### config.mk
export PLATFORM = sky130hd
export DESIGN_NAME = reg_scoreboard_multi
export DESIGN_NICKNAME = d
export VERILOG_FILES = /design/src/rtl/reg_scoreboard_pkg.sv /design/src/rtl/sb_cnt_cell.sv /design/src/rtl/reg_scoreboard_multi.sv
export SDC_FILE = /design/constraint.sdc
export NUM_CORES = 1
export LEC_CHECK = 0
export BUFFER_PORTS_ARGS = -buffer_cell sky130_fd_sc_hd__buf_2
export CAP_MARGIN = 20
export CORE_AREA = 3 3 194 196
export DETAILED_ROUTE_END_ITERATION = 8
export DIE_AREA = 0 0 197 199
export MAX_ROUTING_LAYER = met4
export PLACE_DENSITY_LB_ADDON = 0.1
export SKIP_LAST_GASP = 1
export SLEW_MARGIN = 10
export SYNTH_ARGS = -nofsm -noshare
export SYNTH_HDL_FRONTEND = slang
export SYNTH_HIERARCHICAL = 1
export SYNTH_SLANG_ARGS = --single-unit
### constraint.sdc
create_clock -name clk -period 5.5 [get_ports clk]
set_input_delay 0.55 -clock clk [delete_from_list [all_inputs] [get_ports clk]]
set_output_delay 0.55 -clock clk [all_outputs]
set_load 0.1 [all_outputs]
### src/rtl/reg_scoreboard_pkg.sv
// Shared defaults and helpers for the multi-writer register scoreboard.
package reg_scoreboard_pkg;

  localparam int CNT_W_DEF    = 2;
  localparam int NUM_REGS_DEF = 32;

  function automatic int ridx_w(input int num_regs);
    return (num_regs <= 2) ? 1 : $clog2(num_regs);
  endfunction

  typedef logic [CNT_W_DEF-1:0] cnt_t;

endpackage

### src/rtl/sb_cnt_cell.sv
// One saturating per-register counter: post-decrement bypass view, increment, flush, underflow flag.
// Next-state in one cycle; o_post is combinational; no backpressure (caller prevents overflow).
module sb_cnt_cell #(
  parameter int CNT_W = 2,
  parameter int INC_W = 2,
  parameter int DEC_W = 2
) (
  input  logic             clk,
  input  logic             rst_n,
  input  logic             i_flush,
  input  logic [INC_W-1:0] i_inc,
  input  logic [DEC_W-1:0] i_dec,
  output logic [CNT_W-1:0] o_cnt,
  output logic [CNT_W-1:0] o_post,
  output logic             o_uf
);

  localparam int SW = CNT_W + INC_W + DEC_W;
  localparam logic [SW-1:0] W_MAX = SW'((1 << CNT_W) - 1);

  logic [CNT_W-1:0] r_cnt;
  logic [SW-1:0]    w_cur;
  logic [SW-1:0]    w_dec;
  logic [SW-1:0]    w_post;
  logic [SW-1:0]    w_sum;
  logic [CNT_W-1:0] w_nxt;
  logic             w_uf;

  always_comb begin
    w_cur  = SW'(r_cnt);
    w_dec  = SW'(i_dec);
    w_uf   = (w_dec > w_cur);
    w_post = w_uf ? '0 : (w_cur - w_dec);
    w_sum  = w_post + SW'(i_inc);
    // Saturate rather than wrap if an illegal over-issue slips through.
    w_nxt  = (w_sum > W_MAX) ? {CNT_W{1'b1}} : w_sum[CNT_W-1:0];
  end

  always_ff @(posedge clk or negedge rst_n) begin
    if (!rst_n) begin
      r_cnt <= '0;
    end else if (i_flush) begin
      r_cnt <= '0;
    end else begin
      r_cnt <= w_nxt;
    end
  end

  assign o_cnt  = r_cnt;
  assign o_post = w_post[CNT_W-1:0];
  assign o_uf   = w_uf & ~i_flush;

endmodule

### src/rtl/reg_scoreboard_multi.sv
// N-wide issue scoreboard with per-register writer/load counters and intra-bundle hazard chaining.
// Hazards are combinational off registered state plus same-cycle writeback; cnt_full is the only mandatory stall.
module reg_scoreboard_multi
  import reg_scoreboard_pkg::*;
#(
  parameter  int NUM_ISSUE = 2,
  parameter  int NUM_WB    = 2,
  parameter  int NUM_REGS  = NUM_REGS_DEF,
  parameter  int CNT_W     = CNT_W_DEF,
  localparam int RIDX_W    = ridx_w(NUM_REGS)
) (
  input  logic                        clk,
  input  logic                        rst_n,
  input  logic                        flush,
  input  logic [NUM_ISSUE-1:0]        req_valid,
  input  logic [NUM_ISSUE-1:0]        issue,
  input  logic [NUM_ISSUE-1:0]        reg_write,
  input  logic [NUM_ISSUE-1:0]        is_load,
  input  logic [NUM_ISSUE*RIDX_W-1:0] rd,
  input  logic [NUM_ISSUE*RIDX_W-1:0] rs1,
  input  logic [NUM_ISSUE*RIDX_W-1:0] rs2,
  input  logic [NUM_ISSUE-1:0]        use_rs1,
  input  logic [NUM_ISSUE-1:0]        use_rs2,
  input  logic [NUM_WB-1:0]           wb_we,
  input  logic [NUM_WB*RIDX_W-1:0]    wb_rd,
  input  logic [NUM_WB-1:0]           wb_is_load,
  output logic [NUM_ISSUE-1:0]        raw_hazard,
  output logic [NUM_ISSUE-1:0]        load_use,
  output logic [NUM_ISSUE-1:0]        waw_hazard,
  output logic [NUM_ISSUE-1:0]        cnt_full,
  output logic [NUM_REGS-1:0]         busy_vec,
  output logic [NUM_REGS-1:0]         load_pending_vec,
  output logic                        underflow_err
);

  localparam int INC_W = $clog2(NUM_ISSUE + 1);
  localparam int DEC_W = $clog2(NUM_WB + 1);
  localparam int VW    = CNT_W + INC_W;
  localparam logic [VW-1:0] W_MAX = VW'((1 << CNT_W) - 1);

  logic [RIDX_W-1:0] w_rd    [NUM_ISSUE];
  logic [RIDX_W-1:0] w_src   [NUM_ISSUE][3];
  logic [RIDX_W-1:0] w_wb_rd [NUM_WB];

  logic [INC_W-1:0]  w_winc  [NUM_REGS];
  logic [INC_W-1:0]  w_linc  [NUM_REGS];
  logic [DEC_W-1:0]  w_wdec  [NUM_REGS];
  logic [DEC_W-1:0]  w_ldec  [NUM_REGS];

  logic [NUM_REGS-1:0][CNT_W-1:0] w_wcnt;
  logic [NUM_REGS-1:0][CNT_W-1:0] w_wv;
  logic [NUM_REGS-1:0][CNT_W-1:0] w_lcnt;
  logic [NUM_REGS-1:0][CNT_W-1:0] w_lv;
  logic [NUM_REGS-1:0]            w_wuf;
  logic [NUM_REGS-1:0]            w_luf;

  logic [VW-1:0]     w_vw    [NUM_ISSUE][3];
  logic [VW-1:0]     w_vl    [NUM_ISSUE][3];

  logic              r_underflow_err;

  always_comb begin
    for (int k = 0; k < NUM_ISSUE; k++) begin
      w_rd[k]     = rd [k*RIDX_W +: RIDX_W];
      w_src[k][0] = rs1[k*RIDX_W +: RIDX_W];
      w_src[k][1] = rs2[k*RIDX_W +: RIDX_W];
      w_src[k][2] = rd [k*RIDX_W +: RIDX_W];
    end
    for (int p = 0; p < NUM_WB; p++) begin
      w_wb_rd[p] = wb_rd[p*RIDX_W +: RIDX_W];
    end
  end

  // Per-register hit counts from issuing slots and writeback ports.
  always_comb begin
    for (int r = 0; r < NUM_REGS; r++) begin
      w_winc[r] = '0;
      w_linc[r] = '0;
      w_wdec[r] = '0;
      w_ldec[r] = '0;
    end
    for (int r = 1; r < NUM_REGS; r++) begin
      for (int k = 0; k < NUM_ISSUE; k++) begin
        if (issue[k] && reg_write[k] && (w_rd[k] == RIDX_W'(r))) begin
          w_winc[r] = w_winc[r] + INC_W'(1);
          if (is_load[k]) w_linc[r] = w_linc[r] + INC_W'(1);
        end
      end
      for (int p = 0; p < NUM_WB; p++) begin
        if (wb_we[p] && (w_wb_rd[p] == RIDX_W'(r))) begin
          w_wdec[r] = w_wdec[r] + DEC_W'(1);
          if (wb_is_load[p]) w_ldec[r] = w_ldec[r] + DEC_W'(1);
        end
      end
    end
  end

  assign w_wcnt[0] = '0;
  assign w_wv[0]   = '0;
  assign w_lcnt[0] = '0;
  assign w_lv[0]   = '0;
  assign w_wuf[0]  = 1'b0;
  assign w_luf[0]  = 1'b0;

  for (genvar g = 1; g < NUM_REGS; g++) begin : g_reg
    sb_cnt_cell #(.CNT_W(CNT_W), .INC_W(INC_W), .DEC_W(DEC_W)) u_wcnt (
      .clk     (clk),
      .rst_n   (rst_n),
      .i_flush (flush),
      .i_inc   (w_winc[g]),
      .i_dec   (w_wdec[g]),
      .o_cnt   (w_wcnt[g]),
      .o_post  (w_wv[g]),
      .o_uf    (w_wuf[g])
    );
    sb_cnt_cell #(.CNT_W(CNT_W), .INC_W(INC_W), .DEC_W(DEC_W)) u_lcnt (
      .clk     (clk),
      .rst_n   (rst_n),
      .i_flush (flush),
      .i_inc   (w_linc[g]),
      .i_dec   (w_ldec[g]),
      .o_cnt   (w_lcnt[g]),
      .o_post  (w_lv[g]),
      .o_uf    (w_luf[g])
    );
  end

  // Slot view: post-writeback counters plus older requesting writers in the bundle.
  always_comb begin
    raw_hazard = '0;
    load_use   = '0;
    waw_hazard = '0;
    cnt_full   = '0;
    for (int k = 0; k < NUM_ISSUE; k++) begin
      for (int s = 0; s < 3; s++) begin
        w_vw[k][s] = VW'(w_wv[w_src[k][s]]);
        w_vl[k][s] = VW'(w_lv[w_src[k][s]]);
        for (int j = 0; j < k; j++) begin
          if (req_valid[j] && reg_write[j] && (w_rd[j] == w_src[k][s]) &&
              (w_src[k][s] != '0)) begin
            w_vw[k][s] = w_vw[k][s] + VW'(1);
            if (is_load[j]) w_vl[k][s] = w_vl[k][s] + VW'(1);
          end
        end
      end
      if (req_valid[k]) begin
        raw_hazard[k] = (use_rs1[k] && (w_vw[k][0] != '0)) ||
                        (use_rs2[k] && (w_vw[k][1] != '0));
        load_use[k]   = (use_rs1[k] && (w_vl[k][0] != '0)) ||
                        (use_rs2[k] && (w_vl[k][1] != '0));
        waw_hazard[k] = reg_write[k] && (w_rd[k] != '0) && (w_vw[k][2] != '0);
        cnt_full[k]   = reg_write[k] && (w_rd[k] != '0) &&
                        ((w_vw[k][2] == W_MAX) || (is_load[k] && (w_vl[k][2] == W_MAX)));
      end
    end
  end

  always_comb begin
    for (int r = 0; r < NUM_REGS; r++) begin
      busy_vec[r]         = |w_wcnt[r];
      load_pending_vec[r] = |w_lcnt[r];
    end
  end

  always_ff @(posedge clk or negedge rst_n) begin
    if (!rst_n) begin
      r_underflow_err <= 1'b0;
    end else if ((|w_wuf) || (|w_luf)) begin
      r_underflow_err <= 1'b1;
    end
  end

  assign underflow_err = r_underflow_err;

endmodule

Word level (Yosys, flattened, before mapping)
Index checks and enable logic that the tools add are counted.
- multiplexer cells: 539
- order comparisons: 130
- equality and inequality tests: 131
- reductions and logical operators: 234
- bitwise logic cells: 63
- add/subtract/negate cells: 254
- operator list (kind ; count):
    $mux 2 ; 383
    $add 6x2->6 ; 62
    $gt 6x2->1 const B ; 62
    $mux 6 ; 62
    $eq 5x5->1 const B ; 64
    $add 2x1->2 const B ; 124
    $sub 2x2->3 ; 62
    $eq 5x4->1 const B ; 32
    $logic_and 1x1->1 ; 149
    $gt 2x2->1 ; 62
    $reduce_or 2->1 ; 62
    $bmux 2 s5 ; 12
    $eq 5x3->1 const B ; 16
    $mux 1 ; 73
    $and 1x1->1 ; 62
    $reduce_or 31->1 ; 2
    $eq 5x2->1 const B ; 8
    $lt 5x6->1 const B ; 6
    $mux 3 ; 9
    $eq 5x1->1 const B ; 4
    $reduce_bool 4->1 ; 5
    $reduce_bool 5->1 ; 4
    $add 2x1->3 const B ; 6
    $eq 5x5->1 ; 3
    other kinds (5) ; 17
- output and inout bits: 73
- logic and storage cells: 1414
- register bits: 125
- bits of input ports: 59

Longest topological paths before layout
Gate-level depths: netlist of run 1.
- depth in word-level cells: 18
- depth in mapped cells: 21
- depth with buffers taken out: 20

Cells and area by module
Netlist of run 1, hierarchy kept.
- by module, submodules not included (module ; instances ; cells each ; area an instance (µm²) ; sequential area each (µm²)):
    reg_scoreboard_multi ; 1 ; 1282 ; 10490.1 ; 25.0
    sb_cnt_cell at g_reg[10].u_lcnt ... ; 61 ; 17 ; 166.4 ; 50.0
    sb_cnt_cell at g_reg[9].u_lcnt ; 1 ; 18 ; 166.4 ; 50.0

Worst setup path before layout of run 1
Ideal clock, no wire load.
- path kind: input -> output
- start: in wb_rd[2]
- end: out waw_hazard[1]
- data required time: 4.950 ns
- path buffers: 1
- slack: -0.835 ns
- stages: 17
- data arrival time: 5.785 ns
- cell sequence: or2_2 -> clkbuf_1 -> or2_2 -> nor3_1 -> ha_1 -> ha_1 -> fa_1 -> or2_4 -> inv_2 -> mux4_2 -> nor2_1 -> nor3_1 -> nor3_1 -> inv_1 -> ha_1 -> nor4_1 -> nor3_1
- RTL lines (what ; line ; source):
    start: declaration ; reg_scoreboard_multi.sv:25 ; input logic [NUM_WB*RIDX_W-1:0] wb_rd,
    end: declaration ; reg_scoreboard_multi.sv:29 ; output logic [NUM_ISSUE-1:0] waw_hazard,

==> out/qor.yml, run 1 <==
outcome: "complete, but fails checks"
failed_checks: "setup timing"
start_util: 0.574
clkLatencyLatePin_ns: 0.46
grt_pass1_vias: 20900
grt_max_degree: 87
nNetsFinal: 3187
ctsRootBufferMaster: "clkbuf_16"
cpMostUsedCell: "ha_1"
synth_xor_area_frac: 0.00547
htreeDepth: 4
synth_fa_ha_area_frac: 0.272
synth_top_family_by_area: "adder cells"
fmax_ghz: 0.178
worst_path_max_delay_cell: "fa_1"
irDropWorstVdd_uv: 240
cts.clk_slew.worst_paths_ns: 0.06
rows: 70
yosysWarnings: 6
grt_use_total: 0.463
rsz0062_at_grt: "true"
crit_path_max_fanout: 4
yosysUniqueCellTypes: 71
p_leak_nw: 12.1
path_cells: "buf_4 -> nand2b_4 -> or3_1 -> buf_6 -> nor2_4 -> ha_1 -> mux2_2 -> ha_1 -> fa_1 -> or2_4 -> inv_2 -> mux4_2 -> a22oi_2 -> nand3_1 -> o211a_1 -> ha_1 -> nand2_1 -> or4_4 -> a41oi_4 -> buf_12"
synthSimpleGateAreaFrac: 0.207
synth_area_sq_um: 20800
viasPerCell: 6.33
worst_slew_pin_slew_ns: 1.14
chipHeight_um: 199
num_vias: 20500
drive_gt1_frac: 0.358
max_cap_violations: 0
slowest_delay_ns: 0.48
p_per_area_nw_per_um2: 140
final_area_sq_um: 25500
fin_skew_ns: 0.00812
pre_cts_slack_ns: -0.358
numCtsBuffers: 17
grt.overflow.total: 0
post-route-util: 0.704
clkSinkCount: 125
path_delay_family: "simple AND/OR/NAND/NOR gates"
syn_inst: 2337
hold_viol: 0
synthFlopType: "dfrtp_1"
synth_compound_area_frac: 0.0777
globalplace.congestion: 1.09
drv_slew: 0
layout_setup_ws_ns: -0.119
synth_async_sr_flop_share: 1.00
postRouteWirelength_um: 87300
cp-end-kind: "primary output"
grt_pass1_wl_um: 129000
nFillCells: 2912
fin_crit_sh: 1.02
area_growth_pct: 22.6
synth_edf_count: 0
antenna_found_initial: 3
hpwl_um: 69500
critPathLaunchType: "input port"
seq_area_frac_synth: 0.150
avgSynthCellArea_sq_um: 8.90
wire_per_inst_um: 27.0
ant_nets: 0
setup_viol: 1
critPathKind: "in -> out"
crit_arrival_ns: 5.07
required_ns: 4.95
synth_mux_area_frac: 0.196
dieArea_sq_um: 39200
holdWs_ns: 0.0902
period_needed_ns: 5.62
regArea_sq_um: 3130
relSlewSlack: 0.237
tritoncts: "yes"
ios: 132
clock_path_buffers: 2
critPathBufInv: 4
drt_pass1_iterations: 8
place_area_sq_um: 24400
die_x_um: 197
multiInputGateArea_sq_um: 16300
drtIter0Drc: 2058
synth_seq_cells: 125
numPortBuffers: 129
hold_class: "in -> async"
core_area_sq_um: 36300
drc_errors: 0
through the flow:
| stage | power [mW] | setup TNS, ns | cells |
|---|---|---|---|
| floorplan | 1.77 | 0 | 2338 |
| global placement | 2.27 | -0.957 | 3190 |
| detailed placement | 2.30 | -1.11 | 3192 |
| CTS | 3.51 | -0.188 | 3227 |
| global route | 3.67 | -0.503 | 3232 |
| finish | 3.56 | -0.119 | 3233 |
final timing paths:
check	endpoint	slack (ns)	cells past startpoint	from
min in group clk	g_reg[27].u_wcnt/o_cnt[0]$_DFF_PN0_	0.63	2	flush
max in group asynchronous	g_reg[28].u_wcnt/o_cnt[1]$_DFF_PN0_	4.24	2	rst_n
min	g_reg[2].u_lcnt/o_cnt[1]$_DFF_PN0_	0.09	1	rst_n
max reg2reg	underflow_err$_DFFE_PN0P_	2.33	8	g_reg[7].u_wcnt/o_cnt[0]$_DFF_PN0_
max	cnt_full[1]	-0.12	20	wb_rd[2]
min reg2reg	underflow_err$_DFFE_PN0P_	0.75	3	underflow_err$_DFFE_PN0P_
kinds of logic after synthesis:
kind of cell    after synthesis
simple gates                834
buf+inv                     473
fa+ha+maj                   378
compound gates              267
mux                         246
flops                       125
xor+xnor                     13
other cells                   1
cells in the mapped netlist (5+ instances only):
library cell    n  area (sq um)
o21ai_0        23           115
a221o_1         5          50.1
xor2_1          7          61.3
a22oi_1        13          97.6
buf_1          11          41.3
a21oi_1       164           821
nor2b_1        82           513
clkbuf_1       34           128
or2_2          71           444
xnor2_1         6          52.6
or3_1           5          31.3
mux2_2         84           946
buf_2          25           125
nand2_1        65           244
inv_1         322          1210
mux2i_1        41           410
inv_2          61           229
mux4_2        115          2590
buf_4          13          97.6
buf_6           6          67.6
dfrtp_1       125          3130
and2_1         52           325
nand4_1        18           113
nand3_1        42           210
nor3_1         46           230
nor4_1         18           113
ha_1          254          3180
nand2b_1       17           106
fa_1          124          2480
a221oi_1       14           123
or2_4          61           534
and3_1         21           131
nor2_1        324          1220
o211ai_1        8          60.1
registers in the layout (all words and copies together) (netlist names):
signal / count
g.u_lcnt/o_cnt: 62
g.u_wcnt/o_cnt: 62
underflow_err: 1
final cells by class:
class / count / share of cell area
diodes: 4 / 0.000392
clock inverters: 12 / 0.00540
inverters: 384 / 0.0565
repair buffers: 482 / 0.137
clock buffers: 18 / 0.0172
multi-input cells: 1740 / 0.638
well taps: 468 / 0.0230
flip-flops and latches: 125 / 0.123
repair_timing:
action / CTS / global route
endpoints found under the setup margin: 5 / 6
resized for setup: 68 / 54
pin swaps: 25 / 20
setup buffers: 5 / 1
hold buffers: 0 / 0
gates cloned: 0 / 0
power by group:
group | switching, mW | internal (mW)
clock | 0.521 | 0.678
combinational | 0.908 | 0.503
sequential | 0.0113 | 0.943
total | 1.44 | 2.12
metal layers:
layer	vias to the layer above	track usage	part of all wire
met3	460	0.110	0.10
met4	0	0.385	0.11
met5	-	-	0
li1	8769	-	-
met2	1328	0.700	0.44
met1	9902	0.524	0.35
cells in the final DEF (no fill, tap or decap), types with 9 or more instances in the layout:
cell / Yosys / final
buf_12: 0 / 11
or2_4: 61 / 65
mux4_2: 115 / 115
nand2b_1: 17 / 12
and3_1: 21 / 21
a221oi_1: 14 / 11
or2_2: 71 / 67
buf_4: 13 / 344
ha_1: 254 / 249
mux2i_1: 41 / 40
fa_1: 124 / 124
nor2b_1: 82 / 77
mux2_2: 84 / 83
inv_1: 322 / 322
nand2_1: 65 / 62
nor2_2: 0 / 17
and2_1: 52 / 52
nor2_4: 0 / 9
nand3_1: 42 / 36
clkbuf_16: 0 / 17
nor3_1: 46 / 40
nor4_1: 18 / 17
nor2_1: 324 / 298
a21oi_1: 164 / 163
o21ai_0: 23 / 21
inv_2: 61 / 61
buf_2: 25 / 119
dfrtp_1: 125 / 125
nand4_1: 18 / 18
Note: power is estimated with default switching activity, not from simulation.
==> run 2, diff against run 1 <==
GPL_TIMING_DRIVEN = 0   (was default)
==> run 2 against run 1 <==
  * The run still ends with setup timing left
  * Power fell by 4.4%
  * Critical path type unchanged
  * Sequential power barely moved
  * Via count fell by 3.8%
  * Clock power fell by 5%
  * Largest power group unchanged
  * Highest routed layer unchanged
  * Combinational power fell by 7%
==> out/qor.yml, run 2 (synthesized netlist as in run 1, its figures left out) <==
nFillCells: 3017
dieArea_sq_um: 39200
die_x_um: 197
hold_class: "in -> async"
hpwl_um: 67700
outcome: "complete, but fails checks"
post-route-util: 0.652
hold_viol: 0
total_power_mw: 3.41
critPathKind: "in -> out"
grt.overflow.total: 0
grt_max_degree: 122
htreeDepth: 4
pre_cts_slack_ns: -0.859
antenna_found_initial: 1
drt_pass1_iterations: 7
setup_viol: 4
clkSinkCount: 125
irDropWorstVdd_uv: 219
drc_errors: 0
worst_slew_pin_slew_ns: 1.15
tritoncts: "yes"
crit_path_max_fanout: 5
clkLatencyLatePin_ns: 0.46
holdWs_ns: 0.0240
cts.clk_slew.worst_paths_ns: 0.07
postRouteWirelength_um: 85700
core_area_sq_um: 36300
crit_arrival_ns: 5.19
drv_slew: 0
p_leak_nw: 10.6
p_per_area_nw_per_um2: 144
multiInputGateArea_sq_um: 16500
mostFrequentLayoutCells: "inv_1 (322), ha_1 (249), nor2_1 (238)"
rows: 70
critPathLaunchType: "input port"
finalSetupTns_ns: -0.482
fin_crit_sh: 1.04
drtIter0Drc: 2709
drive_gt1_frac: 0.305
layout_commonest_cell: "inv_1"
max_cap_violations: 0
grt_use_total: 0.449
regArea_sq_um: 3130
numCtsBuffers: 17
ios: 132
num_vias: 19700
ant_nets: 0
rsz0062_at_grt: "true"
chipHeight_um: 199
wire_per_inst_um: 28.8
ctsRootBufferMaster: "clkbuf_16"
fmax_ghz: 0.174
numPortBuffers: 109
relSlewSlack: 0.231
failed_checks: "setup timing"
cp-end-kind: "primary output"
period_needed_ns: 5.74
required_ns: 4.95
grt_pass1_vias: 19300
viasPerCell: 6.63
area_growth_pct: 13.7
clock_path_buffers: 2
fin_skew_ns: 0.00736
layout_setup_ws_ns: -0.235
nNetsFinal: 2926
start_util: 0.574
grt_pass1_wl_um: 123000
globalplace.congestion: 1.09
[run 2: changes by cell type in the layout (fill, tap and decap cells not counted), sizes merged]
cell      before  now
clkinv         6    7
diode          4    1
clkbuf        19   50
clkinvlp       2    3
bufinv         2    1
buf          481  190
[run 2: layout make-up]
type,count,area share
Buffer,86,0.0204
Inverter,384,0.0614
Sequential cell,125,0.132
Clock inverter,13,0.00492
Timing Repair Buffer,135,0.0393
Tap cell,468,0.0248
Clock buffer,19,0.0183
Multi-Input combinational cell,1740,0.699
Antenna cell,1,0.000106
[run 2: report_power, final]
group          switching, mW  leakage (nW)  internal, mW
Sequential            0.0107          1.73         0.943
Clock                  0.520         0.264         0.623
Combinational          0.904          8.62         0.407
Total                   1.43          10.6          1.97
[run 2: path summary, 6_finish.rpt]
kind,from,endpoint,slack (ns),depth (start not counted)
setup reg to reg,g_reg[7].u_wcnt/o_cnt[0]$_DFF_PN0_,underflow_err$_DFFE_PN0P_,2.41,7
min in group clk,flush,g_reg[25].u_wcnt/o_cnt[0]$_DFF_PN0_,0.52,2
hold reg to reg,underflow_err$_DFFE_PN0P_,underflow_err$_DFFE_PN0P_,0.71,3
setup / recovery,wb_rd[2],cnt_full[1],-0.24,20
max in group asynchronous,rst_n,g_reg[24].u_lcnt/o_cnt[1]$_DFF_PN0_,4.65,2
hold / removal,rst_n,g_reg[9].u_lcnt/o_cnt[1]$_DFF_PN0_,0.02,1
[run 2: through the flow]
stage | instances | instance area (sq um)
CTS | 2953 | 23000
global placement | 2915 | 22000
detailed placement | 2917 | 22000
floorplan | 2338 | 20800
global route | 2971 | 23700
finish | 2971 | 23700
[run 2: timing repair]
item	4_1_cts	5_1_grt
gates cloned	0	2
endpoints found under the setup margin	7	6
hold buffers	0	0
resized for setup	120	128
buffers inserted	7	15
pin swaps	13	21
[run 2: worst max-delay path, stage by stage]
cell and delay [ns]:
buf_6 0.11, nand2b_4 0.15, or3_4 0.48, buf_4 0.18, nor2_4 0.17, ha_4 0.23, mux2_2 0.26, ha_2 0.18
fa_1 0.49, or2_4 0.13, inv_4 0.05, mux4_2 0.47, a22oi_2 0.19, nand3_2 0.11, o211a_1 0.16, ha_1 0.28
nand2_1 0.05, or4_4 0.46, a41oi_4 0.25, buf_12 0.22
[run 2: metal layers]
layer  GRT usage  part of all wire  wire, um  vias up
met4       0.303             0.095      8130        0
met3       0.122              0.12     10400      496
met1       0.542              0.36     30500     9420
met5           -                 0         0        -
li1            -                 -         -     8265
met2       0.661              0.43     36600     1509
